$ cat src/rtl/mips_sim_pkg.sv
// Shared types and MIPS encodings for the simulation harness.
package mips_sim_pkg;

   typedef enum logic [1:0] {
      RESET   = 2'd0,
      RUN     = 2'd1,
      HALTED  = 2'd2,
      TIMEOUT = 2'd3
   } run_state_t;

   localparam logic [31:0] MIPS_BREAK_WORD  = 32'h0000000D;
   localparam logic [31:0] MIPS_SELF_BRANCH = 32'h1000FFFF;

endpackage

$ cat src/rtl/run_trace_buf.sv
// Ring buffer of recently retired PCs; read index 0 is the newest entry.
module run_trace_buf #(
   parameter int unsigned XLEN        = 32,
   parameter int unsigned TRACE_DEPTH = 8
) (
   input  logic                           clk,
   input  logic                           rst_n,
   input  logic                           wr_en,
   input  logic [XLEN-1:0]                wr_data,
   input  logic [$clog2(TRACE_DEPTH)-1:0] rd_idx,
   output logic [XLEN-1:0]                rd_data,
   output logic [$clog2(TRACE_DEPTH):0]   level
);

   localparam int unsigned IDX_W = $clog2(TRACE_DEPTH);
   localparam int unsigned LVL_W = IDX_W + 1;

   logic [XLEN-1:0]  mem_q [TRACE_DEPTH];
   logic [IDX_W-1:0] wptr_q, wptr_d;
   logic [IDX_W-1:0] rd_ptr_c;
   logic [LVL_W-1:0] level_q, level_d;

   // Pointer wraps naturally because the depth is a power of two.
   always_comb begin
      wptr_d  = wptr_q;
      level_d = level_q;
      if (wr_en) begin
         wptr_d = wptr_q + IDX_W'(1);
         if (level_q != LVL_W'(TRACE_DEPTH)) begin
            level_d = level_q + LVL_W'(1);
         end
      end
   end

   always_ff @(posedge clk) begin
      if (!rst_n) begin
         wptr_q  <= '0;
         level_q <= '0;
      end else begin
         wptr_q  <= wptr_d;
         level_q <= level_d;
      end
   end

   // Storage is not reset; entries beyond level are masked on read.
   always_ff @(posedge clk) begin
      if (wr_en) begin
         mem_q[wptr_q] <= wr_data;
      end
   end

   always_comb begin
      rd_ptr_c = wptr_q - IDX_W'(1) - rd_idx;
      rd_data  = ({1'b0, rd_idx} < level_q) ? mem_q[rd_ptr_c] : '0;
   end

   assign level = level_q;

endmodule

$ cat src/rtl/mips_run_ctrl.sv
// Run controller for the single-cycle MIPS harness: core reset sequencing, run counters,
// termination detection. Define MIPS_RUN_TRACE_EN to build the retired-PC trace buffer.
module mips_run_ctrl
   import mips_sim_pkg::*;
#(
   parameter int unsigned XLEN        = 32,
   parameter int unsigned RST_CYCLES  = 4,
   parameter int unsigned MAX_CYCLES  = 1024,
   parameter logic [31:0] HALT_WORD   = MIPS_BREAK_WORD,
   parameter int unsigned LOOP_N      = 3,
   parameter int unsigned TRACE_DEPTH = 8,
   parameter int unsigned CNT_W       = 32
) (
   input  logic                           clk,
   input  logic                           rst_n,
   input  logic                           instr_valid,
   input  logic [XLEN-1:0]                pc,
   input  logic [31:0]                    instr,
   input  logic                           ext_halt,
   input  logic [$clog2(TRACE_DEPTH)-1:0] trace_idx,
   output logic                           cpu_rst,
   output logic                           core_en,
   output logic [1:0]                     state,
   output logic                           halted,
   output logic                           timeout,
   output logic [CNT_W-1:0]               cycle_count,
   output logic [CNT_W-1:0]               retired_count,
   output logic [XLEN-1:0]                trace_pc,
   output logic [$clog2(TRACE_DEPTH):0]   trace_level
);

   localparam int unsigned RCNT_W = $clog2(RST_CYCLES + 1);
   localparam int unsigned RUN_W  = $clog2(LOOP_N);

   run_state_t        state_q, state_d;
   logic [RCNT_W-1:0] rcnt_q, rcnt_d;
   logic [CNT_W-1:0]  cyc_q, cyc_d;
   logic [CNT_W-1:0]  ret_q, ret_d;
   logic [XLEN-1:0]   prev_pc_q, prev_pc_d;
   logic              prev_vld_q, prev_vld_d;
   logic [RUN_W-1:0]  run_q, run_d, run_nx_c;
   logic              cpu_rst_q, cpu_rst_d;
   logic              core_en_q, core_en_d;
   logic              halted_q, halted_d;
   logic              timeout_q, timeout_d;
   logic              in_run_c, retire_c, same_pc_c, loop_hit_c, halt_c, tmo_c;

   // Termination causes; a halt cause takes priority over the timeout.
   always_comb begin
      in_run_c   = (state_q == RUN);
      retire_c   = in_run_c && instr_valid;
      same_pc_c  = prev_vld_q && (pc == prev_pc_q);
      run_nx_c   = (run_q == RUN_W'(LOOP_N - 1)) ? run_q : run_q + RUN_W'(1);
      loop_hit_c = retire_c && same_pc_c && (run_nx_c == RUN_W'(LOOP_N - 1));
      halt_c     = in_run_c && (ext_halt || (instr_valid && (instr == HALT_WORD)) || loop_hit_c);
      tmo_c      = in_run_c && (cyc_q == CNT_W'(MAX_CYCLES - 1));
   end

   always_ff @(posedge clk) begin
      if (!rst_n) begin
         state_q <= RESET;
      end else begin
         state_q <= state_d;
      end
   end

   always_comb begin
      state_d = state_q;
      unique case (state_q)
         RESET:   if (rcnt_q == '0) state_d = RUN;
         RUN:     if (halt_c) state_d = HALTED;
                  else if (tmo_c) state_d = TIMEOUT;
         default: state_d = state_q;
      endcase
   end

   always_comb begin
      cpu_rst_d = (state_d == RESET);
      core_en_d = (state_d == RUN);
      halted_d  = (state_d == HALTED);
      timeout_d = (state_d == TIMEOUT);
   end

   // cycle_count stops on the terminating cycle, so it reports that cycle's index.
   always_comb begin
      rcnt_d     = rcnt_q;
      cyc_d      = cyc_q;
      ret_d      = ret_q;
      prev_pc_d  = prev_pc_q;
      prev_vld_d = prev_vld_q;
      run_d      = run_q;
      if ((state_q == RESET) && (rcnt_q != '0)) begin
         rcnt_d = rcnt_q - RCNT_W'(1);
      end
      if (in_run_c && !halt_c && !tmo_c && (cyc_q != '1)) begin
         cyc_d = cyc_q + CNT_W'(1);
      end
      if (retire_c) begin
         if (ret_q != '1) begin
            ret_d = ret_q + CNT_W'(1);
         end
         prev_pc_d  = pc;
         prev_vld_d = 1'b1;
         run_d      = same_pc_c ? run_nx_c : '0;
      end
   end

   always_ff @(posedge clk) begin
      if (!rst_n) begin
         rcnt_q     <= RCNT_W'(RST_CYCLES);
         cyc_q      <= '0;
         ret_q      <= '0;
         prev_pc_q  <= '0;
         prev_vld_q <= 1'b0;
         run_q      <= '0;
         cpu_rst_q  <= 1'b1;
         core_en_q  <= 1'b0;
         halted_q   <= 1'b0;
         timeout_q  <= 1'b0;
      end else begin
         rcnt_q     <= rcnt_d;
         cyc_q      <= cyc_d;
         ret_q      <= ret_d;
         prev_pc_q  <= prev_pc_d;
         prev_vld_q <= prev_vld_d;
         run_q      <= run_d;
         cpu_rst_q  <= cpu_rst_d;
         core_en_q  <= core_en_d;
         halted_q   <= halted_d;
         timeout_q  <= timeout_d;
      end
   end

   assign state         = state_q;
   assign cpu_rst       = cpu_rst_q;
   assign core_en       = core_en_q;
   assign halted        = halted_q;
   assign timeout       = timeout_q;
   assign cycle_count   = cyc_q;
   assign retired_count = ret_q;

`ifdef MIPS_RUN_TRACE_EN
   run_trace_buf #(
      .XLEN        (XLEN),
      .TRACE_DEPTH (TRACE_DEPTH)
   ) u_trace (
      .clk     (clk),
      .rst_n   (rst_n),
      .wr_en   (retire_c),
      .wr_data (pc),
      .rd_idx  (trace_idx),
      .rd_data (trace_pc),
      .level   (trace_level)
   );
`else
   logic unused_trace_c;
   assign unused_trace_c = ^trace_idx;
   assign trace_pc       = '0;
   assign trace_level    = '0;
`endif

endmodule

$ cat config.mk
export PLATFORM = sky130hd
export DESIGN_NAME = mips_run_ctrl
export DESIGN_NICKNAME = d
export VERILOG_FILES = /design/src/rtl/mips_sim_pkg.sv /design/src/rtl/run_trace_buf.sv /design/src/rtl/mips_run_ctrl.sv
export SDC_FILE = /design/constraint.sdc
export NUM_CORES = 1
export LEC_CHECK = 0
export BUFFER_PORTS_ARGS = -buffer_cell sky130_fd_sc_hd__buf_4
export CORE_MARGIN = 3
export CORE_UTILIZATION = 45
export DETAILED_ROUTE_END_ITERATION = 6
export GPL_TIMING_DRIVEN = 0
export PLACE_DENSITY_LB_ADDON = 0.3
export SETUP_SLACK_MARGIN = 0.1
export SYNTH_ARGS = -nofsm -noshare
export SYNTH_HDL_FRONTEND = slang
export SYNTH_SLANG_ARGS = --single-unit
$ cat constraint.sdc
create_clock -name clk -period 4.95 [get_ports clk]
set_input_delay 0.99 -clock clk [delete_from_list [all_inputs] [get_ports clk]]
set_output_delay 0.99 -clock clk [all_outputs]
set_load 0.01 [all_outputs]
== Yosys cells after proc, flatten, opt, wreduce, memory -nomap -nowiden ==
Cells that the tools add are included.

* Input bits: 71
* Flip-flop bits (word level): 108
* Output and inout port bits: 106
* Word-level logic and storage cells: 52

* Reductions and logical operators: 20
* $add $sub $neg: 4
* Equal/unequal tests: 11
* Mux-type cells: 6

{| class="wikitable"
|+ Operators with widths
! cell !! count
|-
| $add 32x1->32 const B || 2
|-
| $ne 32x32->1 const B || 2
|-
| $eq 32x10->1 const B || 1
|-
| $eq 32x32->1 || 1
|-
| $eq 32x4->1 const B || 1
|-
| $logic_and 1x1->1 || 11
|-
| $mux 2 || 5
|-
| $eq 2x2->1 const B || 4
|-
| $eq 2x1->1 const B || 2
|-
| $logic_not 2->1 || 2
|-
| $pmux 2 s2 || 1
|-
| $logic_not 3->1 || 1
|-
| $reduce_bool 3->1 || 1
|-
| $sub 3x1->3 const B || 1
|-
| $add 2x1->2 const B || 1
|-
| $logic_not 1->1 || 2
|-
| $logic_or 1x1->1 || 2
|-
| $reduce_and 2->1 || 1
|}

== Longest topological paths before layout ==
Gate-level depths: netlist (run 1).

* Depth in word-level cells: 10
* Mapped depth: 10
* Mapped depth without buffers: 8

== Worst setup path before layout (run 1) ==
Ideal clock, no wire load.

* Path kind: input port to flip-flop
* Start: input port pc[23]
* End: register cyc_q[14], in the netlist cycle_count[14]
* Data arrival time: 2.562 ns
* Setup slack: 2.256 ns
* Stages: 8
* Path buffers: 1
* Data required time: 4.818 ns
* Setup time: 0.132 ns
* Cells stage by stage: nor2b_1 > a2111o_1 > nor4_1 > nand4_1 > nand3_2 > buf_2 > or3_1 > a21oi_1

* Cells in the longest elaborated chain, start to end: 10

{| class="wikitable"
|+ Ends and longest elaborated chain
! element !! line !! text
|-
| start: declaration || mips_run_ctrl.sv:17 || <nowiki>input logic [XLEN-1:0] pc,</nowiki>
|-
| $eq 32x32->1 || mips_run_ctrl.sv:52 || <nowiki>same_pc_c = prev_vld_q && (pc == prev_pc_q);</nowiki>
|-
| $logic_and 1x1->1 || mips_run_ctrl.sv:52 ||
|-
| $logic_and 1x1->1 (2 in series) || mips_run_ctrl.sv:54 || <nowiki>loop_hit_c = retire_c && same_pc_c && (run_nx_c == RUN_W'(LOOP_N - 1));</nowiki>
|-
| $logic_or 1x1->1 || mips_run_ctrl.sv:55 || <nowiki>halt_c = in_run_c && (ext_halt || (instr_valid && (instr == HALT_WORD)) || loop_hit_c);</nowiki>
|-
| $logic_and 1x1->1 || mips_run_ctrl.sv:55 ||
|-
| $logic_not 1->1 || mips_run_ctrl.sv:95 || <nowiki>if (in_run_c && !halt_c && !tmo_c && (cyc_q != '1)) begin</nowiki>
|-
| $logic_and 1x1->1 (3 in series) || mips_run_ctrl.sv:95 ||
|-
| end signal: assignment || mips_run_ctrl.sv:122 || <nowiki>cyc_q <= cyc_d;</nowiki>
|-
| end: declaration || mips_run_ctrl.sv:37 || <nowiki>logic [CNT_W-1:0] cyc_q, cyc_d;</nowiki>
|}

Every way passes these cells.
A chain may end at the register's enable or synchronous reset.

== Worst setup path in the final report (run 1) ==
* Start: input port pc[23]
* End: register cyc_q[6], in the netlist cycle_count[6]

Same word-level chain as after synthesis.

==> out/qor.json, run 1 <==
{
  "floorplanning": {
    "floorplan.io_pins": 177,
    "dieHeight_um": 117,
    "placement_rows": 39,
    "initial_utilization_pct": 47.2,
    "core_area_mm2": 0.0117,
    "design.die.area_mm2": 0.0137,
    "dieWidth_um": 117
  },
  "synth": {
    "syn_area_mm2": 0.00553,
    "synth_common_cells": "sky130_fd_sc_hd__dfxtp_1 (108), sky130_fd_sc_hd__nand2_1 (96), sky130_fd_sc_hd__a21oi_1 (67)",
    "ys_ff_latch": 108,
    "post_synth_main_area_contributors": "sky130_fd_sc_hd__dfxtp_1 (39%), sky130_fd_sc_hd__nand2_1 (6.5%), sky130_fd_sc_hd__a21oi_1 (6.1%), sky130_fd_sc_hd__xnor2_1 (5.9%), sky130_fd_sc_hd__buf_4 (5.2%)",
    "post_synth_fa_ha_maj_area_fraction_pct": 1.13,
    "post_synthesis_mean_instance_area_um2": 7.98,
    "synth_ff_type": "sky130_fd_sc_hd__dfxtp_1",
    "muxShareOfSynthArea_pct": 0.905,
    "yosys.area_share.xor_xnor_pct": 7.60,
    "synth_warnings": 0,
    "synthSimpleGateAreaFrac_pct": 29.4,
    "synth_sequential_area_ratio_pct": 39.1,
    "synth-compound-area-share_pct": 12.9,
    "number_of_enable_type_register_cells_in_the_synthesized_netlist": 0,
    "yosysTopAreaCellShare_pct": 39.1,
    "yosysUniqueCellTypes": 59,
    "async_reset_ff_share_pct": 0,
    "post-synth-top-count-cell": "sky130_fd_sc_hd__dfxtp_1",
    "main_combinational_cell_family_by_area_after_synthesis": "simple AND/OR/NAND/NOR gates",
    "synth_top_area_cell": "sky130_fd_sc_hd__dfxtp_1",
    "postSynthCellCount": 693
  },
  "sta": {
    "min_period_over_period_pct": 57.8,
    "setup_total_negative_slack_ns": 0,
    "maxClockFrequency_ghz": 0.350,
    "unrepaired_setup_endpoints_after_global_routing": "no",
    "slew_headroom_pct": 51.9,
    "slew_viol_final": 0,
    "finalCriticalPeriod_ns": 2.86,
    "final.setup_skew_ns": 0.0118,
    "setup_viol_count_final": 0,
    "worst_pin_slew_ns": 0.716,
    "finalHoldViolations": 0
  },
  "routing": {
    "routed_wl_um": 14700,
    "antenna_violating_nets_post_route": 0,
    "routed-via-count": 5416,
    "detail_route.drc_violations": 0,
    "route.detailed.vias_per_inst": 5.29,
    "wl_per_cell_um": 14.4,
    "drt_first_iter_violations": 438,
    "detailedRoute.firstPassIterationCount": 5
  },
  "power_and_ir_drop": {
    "p_per_area_mw_per_mm2": 294,
    "swShare_pct": 25.7,
    "p_leak_nw": 2.85,
    "comb_power_share_pct": 15.6,
    "power.share.clock_pct": 40.4,
    "worst_ir_drop_vdd_v": 0.000180,
    "share_seq_of_total_power_pct": 44.0,
    "internal_power_w": 0.00158,
    "netSwitchingPower_w": 0.000545
  },
  "clock_tree": {
    "total_clock_sinks": 108,
    "hold_buf_count_cts": 0,
    "htree_levels": 3,
    "clkTransAtPathRegs_ns": 0.08,
    "clk_path_buf_depth": 2,
    "clk_root_buffer_cell": "sky130_fd_sc_hd__clkbuf_16",
    "clock_insertion_delay_at_the_later_pin_of_the_skew_report_ns": 0.35,
    "cts_tree": "done",
    "cts-resized-gates": 0,
    "post-cts-setup-buffer-count": 0,
    "cts-buffers-inserted": 9
  },
  "layout": {
    "area_overhead_of_the_layout_relative_to_synthesis_pct": 30.7,
    "nNetsFinal": 952,
    "drive_gt1_share_pct": 23.6,
    "insertedDiodeCount": 0,
    "postLayoutCellArea_mm2": 0.00723
  },
  "placed_design": {
    "buffer_ports.inserted": 137,
    "detailed_place.area_mm2": 0.00687,
    "place.detailed.hpwl_um": 11100,
    "routabilityCongestion": 0.836
  },
  "global_routing": {
    "grt_usage_pct": 21.8,
    "antenna_violations_before_repair": 0,
    "global_route_wire_length_before_repair_um": 24100,
    "via_count_of_the_first_global_routing_pass": 5015,
    "globalRoute.totalOverflow": 0,
    "grt_max_degree": 19
  },
  "setup_path": {
    "critPathArrivalTime_ns": 3.06,
    "critPathRequiredTime_ns": 5.16,
    "end_kind": "flip-flop",
    "criticalPathCategory": "primary input to flip-flop",
    "critical_path_peak_fanout": 10,
    "startpoint_type": "primary input"
  },
  "worst_hold_path": {
    "hold_path.class": "flip-flop to flip-flop"
  },
  "outcome": {
    "run_status": "completed"
  },
  "job": {
    "timing.max_cap.violations": 0
  }
}
-- flip-flops by register name, indices dropped and copies added (netlist names) --
name and cells:
run_q 2, state 2, cycle_count 32, prev_vld_q 1
timeout 1, retired_count 32, core_en 1, halted 1
prev_pc_q 32, rcnt_q 3, cpu_rst 1
-- per-layer routing --
metal / GRT usage (%) / routed length [um] / vias to the layer above
li1: - / - / 2717
met1: 28.3 / 6500 / 2476
met2: 35.8 / 6900 / 205
met3: 6.32 / 1130 / 18
met4: 5.43 / 208 / 0
met5: 0 / 0 / -
-- worst max-delay path, cell delays in order --
cell and delay (ns):
sky130_fd_sc_hd__buf_4 0.12, sky130_fd_sc_hd__nor2b_1 0.15, sky130_fd_sc_hd__a2111o_1 0.39, sky130_fd_sc_hd__nor4_1 0.41
sky130_fd_sc_hd__nand4_1 0.36, sky130_fd_sc_hd__nand3_2 0.22, sky130_fd_sc_hd__buf_2 0.23, sky130_fd_sc_hd__or4_1 0.13
sky130_fd_sc_hd__a21oi_1 0.06
-- layout make-up --
| type | instances | area (um^2) |
|---|---|---|
| Sequential cell | 108 | 2160 |
| Inverter | 27 | 101 |
| Clock inverter | 6 | 119 |
| Clock buffer | 10 | 239 |
| Timing Repair Buffer | 137 | 1030 |
| Tap cell | 143 | 179 |
| Multi-Input combinational cell | 531 | 3010 |
| Buffer | 62 | 389 |
| Fill cell | 1078 | 4480 |
-- power groups by stage --
stage	Combinational, W	Sequential [W]	Clock, W
3_5_place_dp	0.000331	0.000953	0
4_1_cts	0.000332	0.000933	0.000869
3_3_place_gp	0.000327	0.000952	0
2_1_floorplan	0.000211	0.000954	0
6_report	0.000332	0.000933	0.000858
5_1_grt	0.000373	0.000938	0.000908
-- per-stage QoR --
stage | utilization (%) | cells | total power (W) | worst slack [ns] | hold slack [ns]
after CTS | 61.7 | 1024 | 0.00213 | 2.09 | 0.459
after detailed placement | 58.7 | 1008 | 0.00128 | 1.72 | 0.448
after floorplan | - | 728 | 0.00116 | 2.26 | 0.436
final | 61.7 | 1024 | 0.00212 | 2.09 | 0.459
after global placement | 58.7 | 1008 | 0.00128 | 1.75 | 0.442
after global routing | 61.7 | 1024 | 0.00222 | 1.92 | 0.476
-- logic make-up (layout without fill, tap and decap cells) --
group | Yosys count | after routing
muxes | 5 | 5
and+or+nand+nor | 315 | 315
adders and majority gates | 5 | 5
xor gates and xnor gates | 48 | 48
buffers and inverters | 89 | 242
other | 1 | 36
DFF | 108 | 108
AOI/OAI and AO/OA | 122 | 122
-- final timing paths --
kind	startpoint	to	slack, ns	cells after the start
max	pc[23]	cycle_count[6]	2.09	9
min	run_q[1]	run_q[1]	0.46	2
max reg2reg	state[0]	cycle_count[6]	2.45	10
min reg2reg	run_q[1]	run_q[1]	0.46	2
-- layout by cell type (no fill, tap or decap), drive strengths merged, types with 5 or more instances in the layout --
cell type and instances:
a21oi 68, and2 6, and3 8, and4 8
buf 185, clkbuf 24, conb 36, dfxtp 108
ha 5, inv 28, mux2i 5, nand2 96
nand2b 7, nand3 33, nand4 27, nor2 51
nor2b 9, nor3 10, nor4 18, o21ai 25
o31ai 5, or3 23, or4 10, xnor2 37
xor2 11
(Power assumes the default switching activity.)
==> inputs of run 2 (changes only) <==
clock period = 2.6 ns   (was 4.95 ns; I/O delays follow)
==> out/qor.json, run 2 (synthesis results as in run 1) <==
{
  "layout": {
    "area_overhead_of_the_layout_relative_to_synthesis_pct": 31.7,
    "layout_commonest_cell": "sky130_fd_sc_hd__buf_4",
    "postLayoutCellArea": {"value": 0.00728, "unit": "mm^2", "change": "+0.80%"},
    "most-common-layout-cells": "sky130_fd_sc_hd__buf_4 (177), sky130_fd_sc_hd__dfxtp_1 (108), sky130_fd_sc_hd__nand2_1 (96)",
    "filler_cell_count": {"value": 1069, "change": "-0.83%"},
    "insertedDiodeCount": {"value": 0, "change": "unchanged"},
    "drive_gt1_share": {"value": 24.2, "unit": "%", "change": "+0.63 points"},
    "nNetsFinal": {"value": 954, "change": "+0.21%"}
  },
  "power_and_ir_drop": {
    "worst_ir_drop_vdd": {"value": 0.000342, "unit": "V", "change": "+90%"},
    "p_per_area": {"value": 555, "unit": "mW/mm^2", "change": "+89%"},
    "p_leak": {"value": 2.88, "unit": "nW", "change": "+1.0%"},
    "fin_total_pwr": {"value": 0.00404, "unit": "W", "change": "+90%"}
  },
  "sta": {
    "finalHoldViolations": {"value": 0, "change": "unchanged"},
    "maxClockFrequency_ghz": 0.427,
    "setup_viol_count_final": {"value": 0, "change": "unchanged"},
    "finalCriticalPeriod_ns": 2.34,
    "slew_viol_final": {"value": 0, "change": "unchanged"},
    "unrepaired_setup_endpoints_after_global_routing": "yes",
    "final.setup_skew": {"value": 0.0105, "unit": "ns", "change": "-0.00133 ns"},
    "worst_pin_slew": {"value": 0.711, "unit": "ns", "change": "-0.00500 ns"},
    "min_period_over_period_pct": 90.0,
    "slew_headroom": {"value": 52.3, "unit": "%", "change": "+0.34 points"}
  },
  "clock_tree": {
    "clk_root_buffer_cell": "sky130_fd_sc_hd__clkbuf_16",
    "clock_insertion_delay_at_the_later_pin_of_the_skew_report": {"value": 0.35, "unit": "ns", "change": "about the same"},
    "cts_tree": "done",
    "clk_path_buf_depth": {"value": 2, "change": "unchanged"},
    "cts-buffers-inserted": {"value": 9, "change": "unchanged"},
    "total_clock_sinks": {"value": 108, "change": "unchanged"},
    "htree_levels": {"value": 3, "change": "unchanged"},
    "clkTransAtPathRegs": {"value": 0.08, "unit": "ns", "change": "about the same"},
    "hold_buf_count_cts": {"value": 0, "change": "unchanged"}
  },
  "routing": {
    "detailedRoute.firstPassIterationCount": {"value": 5, "change": "unchanged"},
    "drt_first_iter_violations": {"value": 431, "change": "-1.6%"},
    "wl_per_cell": {"value": 14.5, "unit": "um", "change": "+0.60%"},
    "detail_route.drc_violations": {"value": 0, "change": "unchanged"},
    "route.detailed.vias_per_inst": {"value": 5.32, "change": "+0.56%"},
    "antenna_violating_nets_post_route": {"value": 0, "change": "unchanged"},
    "routed_wl": {"value": 14900, "unit": "um", "change": "+0.79%"},
    "routed-via-count": {"value": 5457, "change": "+0.76%"}
  },
  "global_routing": {
    "globalRoute.totalOverflow": {"value": 0, "change": "unchanged"},
    "global_route_wire_length_before_repair": {"value": 24200, "unit": "um", "change": "+0.43%"},
    "grt_usage": {"value": 21.9, "unit": "%", "change": "+0.11 points"},
    "via_count_of_the_first_global_routing_pass": {"value": 5021, "change": "+0.12%"},
    "antenna_violations_before_repair": {"value": 0, "change": "unchanged"},
    "grt_max_degree": {"value": 19, "change": "unchanged"}
  },
  "floorplanning": {
    "initial_utilization": {"value": 47.2, "unit": "%", "change": "unchanged"},
    "design.die.area": {"value": 0.0137, "unit": "mm^2", "change": "unchanged"},
    "placement_rows": {"value": 39, "change": "unchanged"},
    "floorplan.io_pins": {"value": 177, "change": "unchanged"},
    "dieHeight": {"value": 117, "unit": "um", "change": "unchanged"},
    "dieWidth": {"value": 117, "unit": "um", "change": "unchanged"},
    "core_area": {"value": 0.0117, "unit": "mm^2", "change": "unchanged"}
  },
  "worst_hold_path": {
    "hold_sp": "pc[8]",
    "min_to": "prev_pc_q[8]",
    "hold_path.class": "primary input to flip-flop",
    "whs_path_depth": {"value": 3, "change": "+1"}
  },
  "setup_path": {
    "end_kind": "flip-flop",
    "startpoint_type": "flip-flop",
    "timing.critical_path.max_delay_family": "simple AND/OR/NAND/NOR gates",
    "r2r_cells": {"value": 9, "change": "-1"},
    "r2r_start": "state[0]",
    "critPathRequiredTime": {"value": 2.88, "unit": "ns", "change": "-2.28 ns"},
    "timing.critical_path.mode_cell": "sky130_fd_sc_hd__buf_2",
    "critical_path_peak_fanout": {"value": 10, "change": "unchanged"},
    "criticalPathCategory": "flip-flop to flip-flop",
    "slowest_stage": "sky130_fd_sc_hd__nor3_1",
    "critPathArrivalTime": {"value": 2.62, "unit": "ns", "change": "-0.44 ns"},
    "critical_path.reg2reg.endpoint": "cycle_count[24]",
    "worst-r2r-setup-slack": {"value": 0.26, "unit": "ns", "change": "-2.19 ns"},
    "worst_path_largest_cell_delay": {"value": 0.60, "unit": "ns", "change": "+0.19 ns"},
    "critical_path_buf_inv_count": {"value": 2, "change": "unchanged"},
    "worstPathCellList": "buf_2 -> and3b_1 -> buf_2 -> nand2_1 -> nor4_2 -> and4_1 -> nor3_1 -> and3_1 -> mux2i_1"
  },
  "outcome": {
    "run_status": "completed"
  },
  "placed_design": {
    "detailed_place.area": {"value": 0.00687, "unit": "mm^2", "change": "unchanged"},
    "routabilityCongestion": {"value": 0.836, "change": "unchanged"},
    "buffer_ports.inserted": {"value": 137, "change": "unchanged"},
    "place.detailed.hpwl": {"value": 11100, "unit": "um", "change": "unchanged"}
  },
  "job": {
    "timing.max_cap.violations": {"value": 0, "change": "unchanged"}
  }
}
## run 2: how the worst max path moves through the flow
stage | cells past startpoint | to | startpoint | slack (ns)
floorplan | 8 | cycle_count[14] | pc[23] | 0.38
global route | 9 | cycle_count[24] | state[0] | 0.1
detailed placement | 9 | cycle_count[6] | pc[23] | -0.16
global placement | 9 | cycle_count[6] | pc[23] | -0.13
finish | 9 | cycle_count[24] | state[0] | 0.26
CTS | 10 | retired_count[29] | state[0] | 0.11
## run 2: timing repair
item,4_1_cts,5_1_grt
resized for setup,0,7
pin swaps,1,0
cloned,0,0
buffers inserted,2,0
setup endpoints to repair,12,20
## run 2: per-stage QoR
step	std cells	util, %	setup WS, ns	hold slack [ns]	TNS, ns
after floorplan	728	-	0.376	0.436	0
after global placement	1008	58.7	-0.125	0.442	-1.81
after detailed placement	1008	58.7	-0.160	0.448	-2.69
after CTS	1026	61.8	0.115	0.414	0
after global routing	1026	62.2	0.0998	0.418	0
final	1026	62.2	0.260	0.424	0
## run 2: where the power goes
| part | leakage (nW) | switching (W) | total [W] | internal [W] |
|---|---|---|---|---|
| sequential | 0.872 | 0.0000454 | 0.00178 | 0.00173 |
| combinational | 1.83 | 0.000342 | 0.000634 | 0.000292 |
| clock | 0.175 | 0.000651 | 0.00163 | 0.000981 |
| total | 2.88 | 0.00104 | 0.00404 | 0.00300 |
## run 2: cell type report
class / instances / area [um^2] / share of cell area (%)
Timing Repair Buffer: 139 / 1040 / 14.3
Clock buffer: 10 / 239 / 3.28
Inverter: 27 / 101 / 1.39
Sequential cell: 108 / 2160 / 29.7
Multi-Input combinational cell: 531 / 3050 / 41.9
Buffer: 62 / 390 / 5.36
Clock inverter: 6 / 119 / 1.63
Tap cell: 143 / 179 / 2.46
## run 2: routing by layer
layer  part of all wire [%]  vias to the layer above  GRT usage, %
met5                      0                        -             0
met4                    1.4                        0          5.43
met3                    7.4                       20          6.32
met2                     47                      195          36.1
met1                     44                     2515          28.3
li1                       -                     2727             -
## run 2: worst register-to-register path, delay by kind of cell, from the launching register on
family / cells / cell delay [ns]
simple gates: 6 / 1.43
mux: 1 / 0.19
flops: 1 / 0.32
buf+inv: 2 / 0.34
